$ cat config.mk
export PLATFORM = sky130hd
export DESIGN_NAME = mem_access_unit
export DESIGN_NICKNAME = d
export VERILOG_FILES = /design/src/rtl/mem_access_unit.sv
export SDC_FILE = /design/constraint.sdc
export NUM_CORES = 1
export LEC_CHECK = 0
export ABC_AREA = 1
export BUFFER_PORTS_ARGS = -buffer_cell sky130_fd_sc_hd__buf_4
export CORE_ASPECT_RATIO = 2
export CORE_UTILIZATION = 55
export DETAILED_ROUTE_END_ITERATION = 7
export HOLD_SLACK_MARGIN = 0.1
export PLACE_DENSITY = 0.9
export SYNTH_ARGS = -nofsm -noshare
export SYNTH_HDL_FRONTEND = slang
export SYNTH_SLANG_ARGS = --single-unit
$ cat constraint.sdc
create_clock -name clk -period 4.1 [get_ports clk]
set_input_delay 0.41 -clock clk [delete_from_list [all_inputs] [get_ports clk]]
set_output_delay 0.41 -clock clk [all_outputs]
set_load 0.01 [all_outputs]
$ cat src/rtl/mem_access_unit.sv
// mem_access_unit: pipeline memory stage issuing byte/half/word loads and stores to a variable-latency memory
module mem_access_unit #(
  parameter int RD_W = 5,
  parameter int WAIT_LIMIT = 255
) (
  input  logic            clk,
  input  logic            rst_n,
  input  logic            in_valid,
  output logic            in_ready,
  input  logic [3:0]      in_op,
  input  logic [31:0]     in_addr,
  input  logic [31:0]     in_wdata,
  input  logic [RD_W-1:0] in_rd,
  output logic            mem_req,
  output logic            mem_we,
  output logic [31:0]     mem_addr,
  output logic [3:0]      mem_be,
  output logic [31:0]     mem_wdata,
  input  logic            mem_gnt,
  input  logic            mem_rvalid,
  input  logic [31:0]     mem_rdata,
  output logic            wb_valid,
  output logic            wb_we,
  output logic [RD_W-1:0] wb_rd,
  output logic [31:0]     wb_data,
  output logic            exc_misalign,
  output logic            exc_bus
);
  localparam int CW = $clog2(WAIT_LIMIT + 1);
  localparam logic [CW-1:0] LAST = CW'(WAIT_LIMIT - 1);
  typedef enum logic [1:0] {IDLE, REQ, WAIT} state_t;
  state_t state, state_d;
  logic [CW-1:0] cnt;
  logic we_q, szb_q, szh_q, sgn_q;
  logic [1:0] lane_q;
  logic [RD_W-1:0] rd_q;
  logic [31:0] addr_q, wdata_q;
  logic [3:0] be_q;
  logic ld, st, pass, szb, szh, szw, sgn, mis, take, acc;
  logic busy, done_st, done_ld, tout;
  logic [3:0] be;
  logic [31:0] wd, sh, ld_data;
  logic [7:0] byte_v;
  logic [15:0] half_v;
  logic wbv_d, wbwe_d;
  logic [31:0] wbdata_d;
  assign ld   = in_op inside {4'd1, 4'd2, 4'd3, 4'd4, 4'd5};
  assign st   = in_op inside {4'd6, 4'd7, 4'd8};
  assign pass = !(ld || st);
  assign szb  = in_op inside {4'd1, 4'd2, 4'd6};
  assign szh  = in_op inside {4'd3, 4'd4, 4'd7};
  assign szw  = in_op inside {4'd5, 4'd8};
  assign sgn  = in_op inside {4'd1, 4'd3};
  assign mis  = (szh && in_addr[0]) || (szw && in_addr[1:0] != 2'b00);
  assign in_ready = rst_n && state == IDLE;
  assign take = in_valid && state == IDLE;
  assign acc  = take && !pass && !mis;
  assign be = szb ? 4'b0001 << in_addr[1:0] : szh ? (in_addr[1] ? 4'b1100 : 4'b0011) : 4'b1111;
  assign wd = szb ? {4{in_wdata[7:0]}} : szh ? {2{in_wdata[15:0]}} : in_wdata;
  // Lane extraction uses the address captured at accept, not the live bus.
  assign sh      = mem_rdata >> {lane_q, 3'b000};
  assign byte_v  = sh[7:0];
  assign half_v  = lane_q[1] ? mem_rdata[31:16] : mem_rdata[15:0];
  assign ld_data = szb_q ? {{24{sgn_q && byte_v[7]}}, byte_v} :
                   szh_q ? {{16{sgn_q && half_v[15]}}, half_v} : mem_rdata;
  assign busy    = state == REQ || state == WAIT;
  assign done_st = state == REQ && mem_gnt && we_q;
  assign done_ld = (state == REQ && mem_gnt && !we_q && mem_rvalid) || (state == WAIT && mem_rvalid);
  assign tout    = busy && cnt == LAST && !done_st && !done_ld;
  assign mem_req   = state == REQ;
  assign mem_we    = mem_req && we_q;
  assign mem_addr  = addr_q;
  assign mem_be    = be_q;
  assign mem_wdata = wdata_q;
  always_comb begin
    state_d  = state;
    wbv_d    = 1'b0;
    wbwe_d   = 1'b0;
    wbdata_d = '0;
    state_d  = state == IDLE ? (acc ? REQ : IDLE) :
               state == REQ  ? (done_st || done_ld || tout ? IDLE : mem_gnt ? WAIT : REQ) :
               (done_ld || tout ? IDLE : WAIT);
    wbv_d    = (take && !acc) || done_st || done_ld || tout;
    wbwe_d   = take ? pass : done_ld;
    wbdata_d = take ? (pass ? in_addr : '0) : done_ld ? ld_data : '0;
  end
  always_ff @(posedge clk or negedge rst_n) begin
    if (!rst_n) begin
      state <= IDLE;
      cnt <= '0;
      {we_q, szb_q, szh_q, sgn_q, lane_q, rd_q, addr_q, be_q, wdata_q} <= '0;
      {wb_valid, wb_we, wb_rd, wb_data, exc_misalign, exc_bus} <= '0;
    end else begin
      state <= state_d;
      cnt <= acc ? '0 : busy ? cnt + 1'b1 : cnt;
      if (acc) begin
        we_q    <= st;
        szb_q   <= szb;
        szh_q   <= szh;
        sgn_q   <= sgn;
        lane_q  <= in_addr[1:0];
        rd_q    <= in_rd;
        addr_q  <= {in_addr[31:2], 2'b00};
        be_q    <= be;
        wdata_q <= wd;
      end
      wb_valid     <= wbv_d;
      exc_misalign <= take && !pass && mis;
      exc_bus      <= tout;
      if (wbv_d) begin
        wb_we   <= wbwe_d;
        wb_rd   <= take ? in_rd : rd_q;
        wb_data <= wbdata_d;
      end
    end
  end
endmodule

Word level (Yosys, flattened, before mapping)
Index checks and enable logic that the tools add are counted.
{"block": "classes", "shifts": 2, "n_reduce_logical": 44, "n_addsub": 1, "muxes": 21, "n_eq_ne": 11}
{"cell": "$mux 32", "count": 7}
{"cell": "$shr 32x5->8", "count": 1}
{"cell": "$logic_and 1x1->1", "count": 19}
{"cell": "$eq 4x3->1 const B", "count": 4}
{"cell": "$mux 16", "count": 1}
{"cell": "$mux 8", "count": 2}
{"cell": "$mux 4", "count": 3}
{"cell": "$logic_or 1x1->1", "count": 10}
{"cell": "$mux 2", "count": 5}
{"cell": "$reduce_bool 3->1", "count": 3}
{"cell": "$add 8x1->8 const B", "count": 1}
{"cell": "$eq 4x2->1 const B", "count": 2}
{"cell": "$eq 8x8->1 const B", "count": 1}
{"cell": "$reduce_bool 2->1", "count": 4}
{"cell": "$logic_not 1->1", "count": 6}
{"cell": "$mux 5", "count": 1}
{"cell": "$reduce_bool 5->1", "count": 1}
{"cell": "$eq 4x1->1 const B", "count": 1}
{"cell": "$eq 4x4->1 const B", "count": 1}
{"cell": "$shl 1x2->4 const A", "count": 1}
{"cell": "$eq 2x1->1 const B", "count": 1}
{"cell": "$eq 2x2->1 const B", "count": 1}
{"cell": "$logic_not 2->1", "count": 1}
{"cell": "$mux 1", "count": 2}
{"block": "word_totals", "regBits": 128, "out_inout_bits": 112, "input_bits": 110}

Depth between registers and ports, before layout
Gate-level depths: netlist of the first run.
{"block": "depth", "depth_word": 11, "ltp_mapped": 13, "ltp_nobuf": 11}

Least setup slack after synthesis of the first run
OpenSTA, ideal clock, no wires.
{"block": "synth_timing", "kind": "register to register", "startpoint": "reg state[1]", "endpoint": "reg wb_data[27]", "path_slack_ps": 2147, "required_ps": 4034, "t_arrival_ps": 1887, "path_stages_with_launch": 13, "n_path_buf": 2, "path_cell_list": "dfrtp_1 inv_1 ha_1 nand2_1 inv_1 nand2_1 nand3b_1 nand3_1 inv_1 clkbuf_1 clkbuf_1 nand3_1 nand2_1"}
{"block": "synth_via", "word_cells_on_any_way": 25, "cone_classes": "eq/ne: 2; mux: 2; reduce/logical: 21"}
{"item": "from (decl)", "line_no": "32", "text": "state_t state, state_d;"}
{"item": "from (signal assigned)", "line_no": "94", "text": "state <= state_d;"}
{"item": "$eq 2x1->1 (*)"}
{"item": "net mem_req", "line_no": "14", "text": "output logic mem_req,"}
{"item": "$logic_and 1x1->1", "line_no": "67, 68"}
{"item": "$logic_and 1x1->1 (2 in a row)", "line_no": "68", "text": "assign done_ld = (state == REQ && mem_gnt && !we_q && mem_rvalid) || (state == WAIT && mem_rvalid);"}
{"item": "$logic_or 1x1->1", "line_no": "68"}
{"item": "$logic_not 1->1", "line_no": "69", "text": "assign tout = busy && cnt == LAST && !done_st && !done_ld;"}
{"item": "$logic_and 1x1->1", "line_no": "69"}
{"item": "$logic_or 1x1->1", "line_no": "83", "text": "wbv_d = (take && !acc) || done_st || done_ld || tout;"}
{"item": "to (signal assigned)", "line_no": "113", "text": "wb_data <= wbdata_d;"}
{"item": "to (decl)", "line_no": "25", "text": "output logic [31:0] wb_data,"}
The timed path passes the listed nets; every way through them passes the cells marked *.
A chain may end at the register's enable or synchronous reset.

Final worst setup path of the first run
{"block": "layout_timing", "startpoint": "reg state[0]", "endpoint": "reg wb_data[6]"}
{"block": "layout_via", "elab_chain_cells": 9, "word_cells_on_any_way": 25, "cone_classes": "eq/ne: 2; mux: 2; reduce/logical: 21"}
{"item": "$logic_not 2->1", "line_no": "56", "text": "assign take = in_valid && state == IDLE;"}
{"item": "$logic_and 1x1->1", "line_no": "56"}
{"item": "$logic_and 1x1->1 (2 in a row)", "line_no": "57", "text": "assign acc = take && !pass && !mis;"}
{"item": "$logic_not 1->1", "line_no": "83"}
{"item": "$logic_and 1x1->1", "line_no": "83"}
{"item": "$logic_or 1x1->1 (3 in a row)", "line_no": "83"}
Several ways; a longest one is shown, not always the timed one.

==> results of run 1 <==
## layout make-up
cell class,instances,area [um^2],share of cell area
multi-input combinational,662,2984,0.3286
clock buffer,17,425.4,0.04685
tap,147,183.9,0.02026
timing repair buffer,230,1733,0.1908
inverter,98,367.9,0.04051
clock inverter,15,182.7,0.02012
sequential,128,3203,0.3528
## worst paths after layout
kind | from | endpoint | depth (start not counted)
worst min register to register | mem_addr[18]$_DFFE_PN0N_ | mem_addr[18]$_DFFE_PN0N_ | 2
worst max-delay path | state[0]$_DFF_PN0_ | wb_data[6]$_DFFE_PN0P_ | 10
worst max register to register | state[0]$_DFF_PN0_ | wb_data[6]$_DFFE_PN0P_ | 10
max in group asynchronous | rst_n | lane_q[0]$_DFFE_PN0N_ | 3
worst min-delay path | in_addr[29] | mem_addr[29]$_DFFE_PN0N_ | 3
min in group asynchronous | rst_n | wb_data[27]$_DFFE_PN0P_ | 2
## state kept, by name, summed over array words and instances (netlist names), 2 cells and up
name and cells:
state 2, lane_q 2, wb_rd 5, wb_data 32, mem_addr 30, mem_wdata 32
cnt 8, rd_q 5, mem_be 4
## routing by layer
layer | GRT usage | share of wire | wire length, um | up-vias
met5 | 0 | 0 | 0 | -
met4 | 0.2532 | 0.071 | 1551 | 0
met3 | 0.08080 | 0.071 | 1549 | 88
met2 | 0.6094 | 0.53 | 11500 | 370
met1 | 0.3692 | 0.33 | 7155 | 3278
li1 | - | - | - | 3390
## power groups by stage
stage	Sequential, mW	Combinational (mW)	Clock, mW
3_5_place_dp	2.29	2.74	0
3_3_place_gp	2.28	2.64	0
4_1_cts	2.29	2.76	1.58
6_report	2.30	2.75	1.58
2_1_floorplan	2.40	1.31	0
5_1_grt	2.36	3.05	1.64
## critical path: cells and delay by family, from the launching register on
kind / cells / cell delay [ps]
adders and majority gates: 1 / 240
buffers and inverters: 4 / 870
DFF: 1 / 350
and+or+nand+nor: 5 / 1050
## cells by family (layout without fill, tap and decap cells)
logic type	Yosys count	after routing	synth area share
AO/OA/AOI/OAI	144	144	0.1094
XOR/XNOR	3	3	0.003855
adder cells (fa/ha/maj)	5	5	0.009176
buffers and inverters	155	360	0.09488
flip-flops	128	128	0.4698
other	1	2	0.0005500
AND/OR/NAND/NOR	508	508	0.3124
## cell usage in the layout, fill, tap and decap left out, types with 5 or more instances in the layout
master	synthesis	routed
sky130_fd_sc_hd__ha_1	5	5
sky130_fd_sc_hd__inv_2	5	5
sky130_fd_sc_hd__nor2_1	41	41
sky130_fd_sc_hd__nand2_1	320	320
sky130_fd_sc_hd__inv_1	92	92
sky130_fd_sc_hd__clkbuf_16	0	17
sky130_fd_sc_hd__nor3_1	14	14
sky130_fd_sc_hd__o21ai_0	91	91
sky130_fd_sc_hd__or2_2	9	9
sky130_fd_sc_hd__buf_4	4	228
sky130_fd_sc_hd__nand3_1	115	115
sky130_fd_sc_hd__dfrtp_1	128	128
sky130_fd_sc_hd__a21oi_1	44	44
## cells in the mapped netlist, types with 2 or more instances
| master | count | area [um^2] |
|---|---|---|
| sky130_fd_sc_hd__inv_2 | 5 | 18.77 |
| sky130_fd_sc_hd__buf_6 | 5 | 56.30 |
| sky130_fd_sc_hd__o21ai_0 | 91 | 455.4 |
| sky130_fd_sc_hd__ha_1 | 5 | 62.56 |
| sky130_fd_sc_hd__xnor2_1 | 2 | 17.52 |
| sky130_fd_sc_hd__o31ai_1 | 3 | 22.52 |
| sky130_fd_sc_hd__a21oi_1 | 44 | 220.2 |
| sky130_fd_sc_hd__buf_4 | 4 | 30.03 |
| sky130_fd_sc_hd__nor3_1 | 14 | 70.07 |
| sky130_fd_sc_hd__nor2_1 | 41 | 153.9 |
| sky130_fd_sc_hd__dfrtp_1 | 128 | 3203 |
| sky130_fd_sc_hd__or2_2 | 9 | 56.30 |
| sky130_fd_sc_hd__nand2_2 | 4 | 25.02 |
| sky130_fd_sc_hd__buf_1 | 5 | 18.77 |
| sky130_fd_sc_hd__clkbuf_1 | 33 | 123.9 |
| sky130_fd_sc_hd__buf_2 | 10 | 50.05 |
| sky130_fd_sc_hd__nand3_1 | 115 | 575.6 |
| sky130_fd_sc_hd__nand2_1 | 320 | 1201 |
| sky130_fd_sc_hd__inv_1 | 92 | 345.3 |
==> results.cfg, run 1 <==
[setup_path]
timing.critical_path.required_ps = 4450
delay_of_the_slowest_cell_on_the_worst_path_ps = 480
critical_path.endpoint_type = register
worst-setup-path-type = register to register
crit_slowest_cell = sky130_fd_sc_hd__nand2_1
timing.critical_path.arrival_ps = 2930
timing.critical_path.cells = inv_1, ha_1, nand2_1, inv_2, nor2_1, buf_4, inv_2, nor3_1, nor2_1, nand2_1
r2r_setup_slack_ps = 1520
startpoint_type = register
timing.critical_path.fanout_max = 26

[sta]
setup_repair_after_global_routing_missed_its_margin = false
fin_skew_ps = 12.70
setup-tns-final_ps = 0
timing.final.hold_violations = 0
final.min_clock_period_ps = 2579
achievable-frequency_mhz = 387.7
finalWorstSetupSlack_ps = 1521
slew_headroom = 0.2789
number_of_endpoints_failing_setup_at_the_final_stage = 0
slew_violations = 0
hold_ws_ps = 201.1
post-route-period-util = 0.6290
max_slew.worst_pin.slew_ps = 1080

[global_route]
antenna_found_initial = 0
first_global_vias = 6911
grt_usage = 0.3560
gr-total-overflow = 0
maximum_number_of_pins_on_one_net_before_global_route_repair = 71
grt_first_pass_wirelength_um = 34090

[pwr]
p_total_mw = 6.628
internal_power_contribution_mw = 4.032
power.switching_fraction = 0.3916
cellPowerDensity_nw_per_um2 = 729.9
comb_power_share = 0.415
power.share.sequential = 0.347
ir_drop_uv = 489.0
p_sw_mw = 2.596
leakagePower_nw = 5.079
pwr-share-clk = 0.238

[routing]
drt_wl_total_um = 21760
vias_after_detailed_routing = 7126
route.detailed.wl_per_inst_um = 16.78
first_pass_iters = 6
ant_nets = 0
first_iter_violations = 668
via_per_inst = 5.494
residual_drc = 0

[yosys]
syn_area_per_cell_um2 = 7.222
synth_async_sr_flop_share = 1.000
ys.warnings.count = 0
synth.cell_area_um2 = 6818
synth-edff-count = 0
synth_cell_types = 33
sequential_element_share_of_the_synthesized_area = 0.4698
synth_ff_type = sky130_fd_sc_hd__dfrtp_1
synth-seq-cells = 128
synthesized_netlist_cell_count = 944

[placement]
placedInstanceArea_um2 = 8462
dp_hpwl_um = 15900
port-buffer-count = 219
pre_cts_ws_ps = 1389
routability_driven_placement_congestion_ratio = 0.9615
post-place-cells = 1264

[final_layout]
final_layout_size_suffix_gt1_frac = 0.2470
finish.net_count = 1252
layoutNonFillerInstCount = 1297
num_antenna_cells = 0
layout_filler_cell_count = 968
fin_util = 0.7489
design_area_um2 = 9080
syn2layout_area_growth_pct = 33.18

[clocking]
cts.sinks = 128
cts_root_buf = sky130_fd_sc_hd__clkbuf_16
cts_made_buffers = 17
post_cts_resized = 0
cts.path.max_buffers = 2
clk_pin_slew_ps = 60
cts_post_setup_buffers_inserted = 0
cts_tree = built
clock_latency_ps = 420
ctsHoldBuffers = 1
htreeDepth = 4

[die]
io_pins = 222
die_area_um2 = 12870
floorplan.initialDensity = 0.5623
coreArea_um2 = 12120
die_h_um = 159.5
die_width_um = 80.73
core.rowCount = 57

[run_status]
run_status = finished clean

[min_path]
hp-class = input port to register

[run]
cap_violations = 0
Power figures use the tool's default switching activity.
==> run 2, diff against run 1 <==
--- a/config.mk
+++ b/config.mk
@@ -8,10 +8,10 @@
 export ABC_AREA = 1
 export BUFFER_PORTS_ARGS = -buffer_cell sky130_fd_sc_hd__buf_4
 export CORE_ASPECT_RATIO = 2
-export CORE_UTILIZATION = 55
+export CORE_UTILIZATION = 46
 export DETAILED_ROUTE_END_ITERATION = 7
 export HOLD_SLACK_MARGIN = 0.1
-export PLACE_DENSITY = 0.9
+export PLACE_DENSITY = 0.8
 export SYNTH_ARGS = -nofsm -noshare
 export SYNTH_HDL_FRONTEND = slang
 export SYNTH_SLANG_ARGS = --single-unit
==> constraint.sdc (replaced) <==
create_clock -name clk -period 2.1 [get_ports clk]
set_input_delay 0.21 -clock clk [delete_from_list [all_inputs] [get_ports clk]]
set_output_delay 0.21 -clock clk [all_outputs]
set_load 0.01 [all_outputs]
==> run 2 against run 1 <==
Against the previous run:
- register-to-register slack lost 1300 ps
- die area increased by 19%
- sequential power grew 91%
- first-iteration DRC count fell by 20%
- clock power grew 94%
- global-route usage fell by 4.8 points
- clock skew shrank 1.7 ps
- critical path type unchanged
- highest routed layer unchanged
==> results.cfg, run 2 (synthesis results as in run 1) <==
[clocking]
cts_root_buf = sky130_fd_sc_hd__clkbuf_16
cts.sinks = 128
cts_post_setup_buffers_inserted = 0
cts_made_buffers = 17
htreeDepth = 4
cts.path.max_buffers = 2
clk_pin_slew_ps = 60
clock_latency_ps = 430
cts_tree = built

[final_layout]
mostFrequentLayoutCell = sky130_fd_sc_hd__nand2_1
layoutNonFillerInstCount = 1397
finish.net_count = 1307
mostFrequentLayoutCells = 318 x sky130_fd_sc_hd__nand2_1, 241 x sky130_fd_sc_hd__buf_4, 128 x sky130_fd_sc_hd__dfrtp_1, 115 x sky130_fd_sc_hd__nand3_1, 92 x sky130_fd_sc_hd__inv_1
syn2layout_area_growth_pct = 42.17
final_layout_size_suffix_gt1_frac = 0.2523
design_area_um2 = 9693
num_antenna_cells = 0

[global_route]
gr-usage-met1 = 0.3219
top_usage_layer = met2
maximum_number_of_pins_on_one_net_before_global_route_repair = 64
grt_first_pass_wirelength_um = 35480
antenna_found_initial = 0
grt_usage = 0.3084
first_global_vias = 7155
use_met3 = 0.07597
global_route.usage.met2 = 0.5478
gr-total-overflow = 0

[die]
io_pins = 222
die_width_um = 88.09
core.rowCount = 62
floorplan.initialDensity = 0.4725
die_area_um2 = 15340
coreArea_um2 = 14430
die_h_um = 174.2

[run]
cap_violations = 0

[min_path]
hp-class = input port to register
min_to = mem_addr[7]$_DFFE_PN0N_
min_path_cells = 3
launch_point_of_the_worst_hold_path = in_addr[7]

[pwr]
ir_drop_uv = 758.2
cellPowerDensity_nw_per_um2 = 1362
leakagePower_nw = 5.340

[routing]
drt_wl_total_um = 22570
ant_nets = 0
route.detailed.wl_per_inst_um = 16.16
via_per_inst = 5.207
residual_drc = 0
first_iter_violations = 533
first_pass_iters = 5
vias_after_detailed_routing = 7274

[setup_path]
worst-setup-path-type = register to register
r2r_setup_slack_ps = 190
timing.critical_path.fanout_max = 8
reg2reg_to = wb_rd[3]$_DFFE_PN0P_
worst_r2r_startpoint = state[0]$_DFF_PN0_
reg2reg_depth = 9
timing.critical_path.required_ps = 2410
timing.critical_path.arrival_ps = 2220
critical_path.endpoint_type = register
startpoint_type = register

[placement]
port-buffer-count = 219
post-place-cells = 1328
dp_hpwl_um = 16790
placedInstanceArea_um2 = 8703
routability_driven_placement_congestion_ratio = 0.9030

[sta]
fin_skew_ps = 10.96
setup_repair_after_global_routing_missed_its_margin = false
post-route-period-util = 0.9118
slew_violations = 0
final.min_clock_period_ps = 1915
number_of_endpoints_failing_setup_at_the_final_stage = 0
max_slew.worst_pin.slew_ps = 612.3
slew_headroom = 0.5917
setup-tns-final_ps = 0
hold_ws_ps = 106.7
achievable-frequency_mhz = 522.2
timing.final.hold_violations = 0

[run_status]
run_status = finished clean
run 2: cell types whose count changed in the layout (fill, tap and decap cells not counted), sizes merged:
cell,previous run,this run
dlygate4sd3,1,37
buf,229,248
clkinv,8,5
inv,101,103
clkbuf,17,18
run 2: final cells by class:
type                    instances  area (um^2)
multi-input cells             662         2982
repair buffers                285         2293
flip-flops and latches        128         3203
well taps                     192        240.2
clock inverters                14        177.7
inverters                      98        367.9
clock buffers                  18        429.2
fillers                      1263         4736
run 2: power breakdown:
part / internal (mW) / switching (mW) / leakage, nW
logic: 2.59 / 3.14 / 3.43
registers: 3.61 / 0.787 / 1.61
clock network: 1.89 / 1.19 / 0.296
run 2: critical path, stage by stage (launching register included):
cell and delay [ps]:
sky130_fd_sc_hd__dfrtp_1 360, sky130_fd_sc_hd__inv_1 60, sky130_fd_sc_hd__ha_1 360, sky130_fd_sc_hd__nand4_1 90, sky130_fd_sc_hd__nand3b_1 150, sky130_fd_sc_hd__nand3_1 90, sky130_fd_sc_hd__inv_1 280, sky130_fd_sc_hd__nand2_1 240
sky130_fd_sc_hd__nand2_1 120, sky130_fd_sc_hd__nand2_1 50
run 2: worst max path at each step:
stage / slack (ps) / cells past startpoint / startpoint / end
floorplan: 150 / 12 / state[1]$_DFF_PN0_ / wb_data[27]$_DFFE_PN0P_
global placement: 230 / 10 / state[0]$_DFF_PN0_ / wb_data[4]$_DFFE_PN0P_
detailed placement: 160 / 7 / state[0]$_DFF_PN0_ / mem_wdata[29]$_DFFE_PN0N_
CTS: 130 / 10 / state[0]$_DFF_PN0_ / wb_data[4]$_DFFE_PN0P_
global route: 60 / 11 / state[1]$_DFF_PN0_ / wb_data[4]$_DFFE_PN0P_
finish: 190 / 9 / state[0]$_DFF_PN0_ / wb_rd[3]$_DFFE_PN0P_
run 2: layer usage:
metal | vias to the layer above | part of all wire
li1 | 3484 | -
met1 | 3395 | 0.34
met2 | 320 | 0.54
met3 | 75 | 0.061
met4 | 0 | 0.055
met5 | - | 0
run 2: through the flow:
stage / setup WS (ps) / power [mW] / utilization
2_1_floorplan: 147.0 / 7.252 / -
3_3_place_gp: 225.7 / 9.896 / 0.6032
3_5_place_dp: 159.7 / 10.05 / 0.6032
4_1_cts: 131.4 / 13.24 / 0.6709
5_1_grt: 56.24 / 14.07 / 0.6718
6_report: 185.2 / 13.20 / 0.6718
run 2: what timing repair did:
| action | CTS | global route |
|---|---|---|
| hold endpoints to repair | 166 | 0 |
| resized for setup | 0 | 4 |
| hold buffers | 37 | 0 |
| setup endpoints to repair | 0 | 5 |
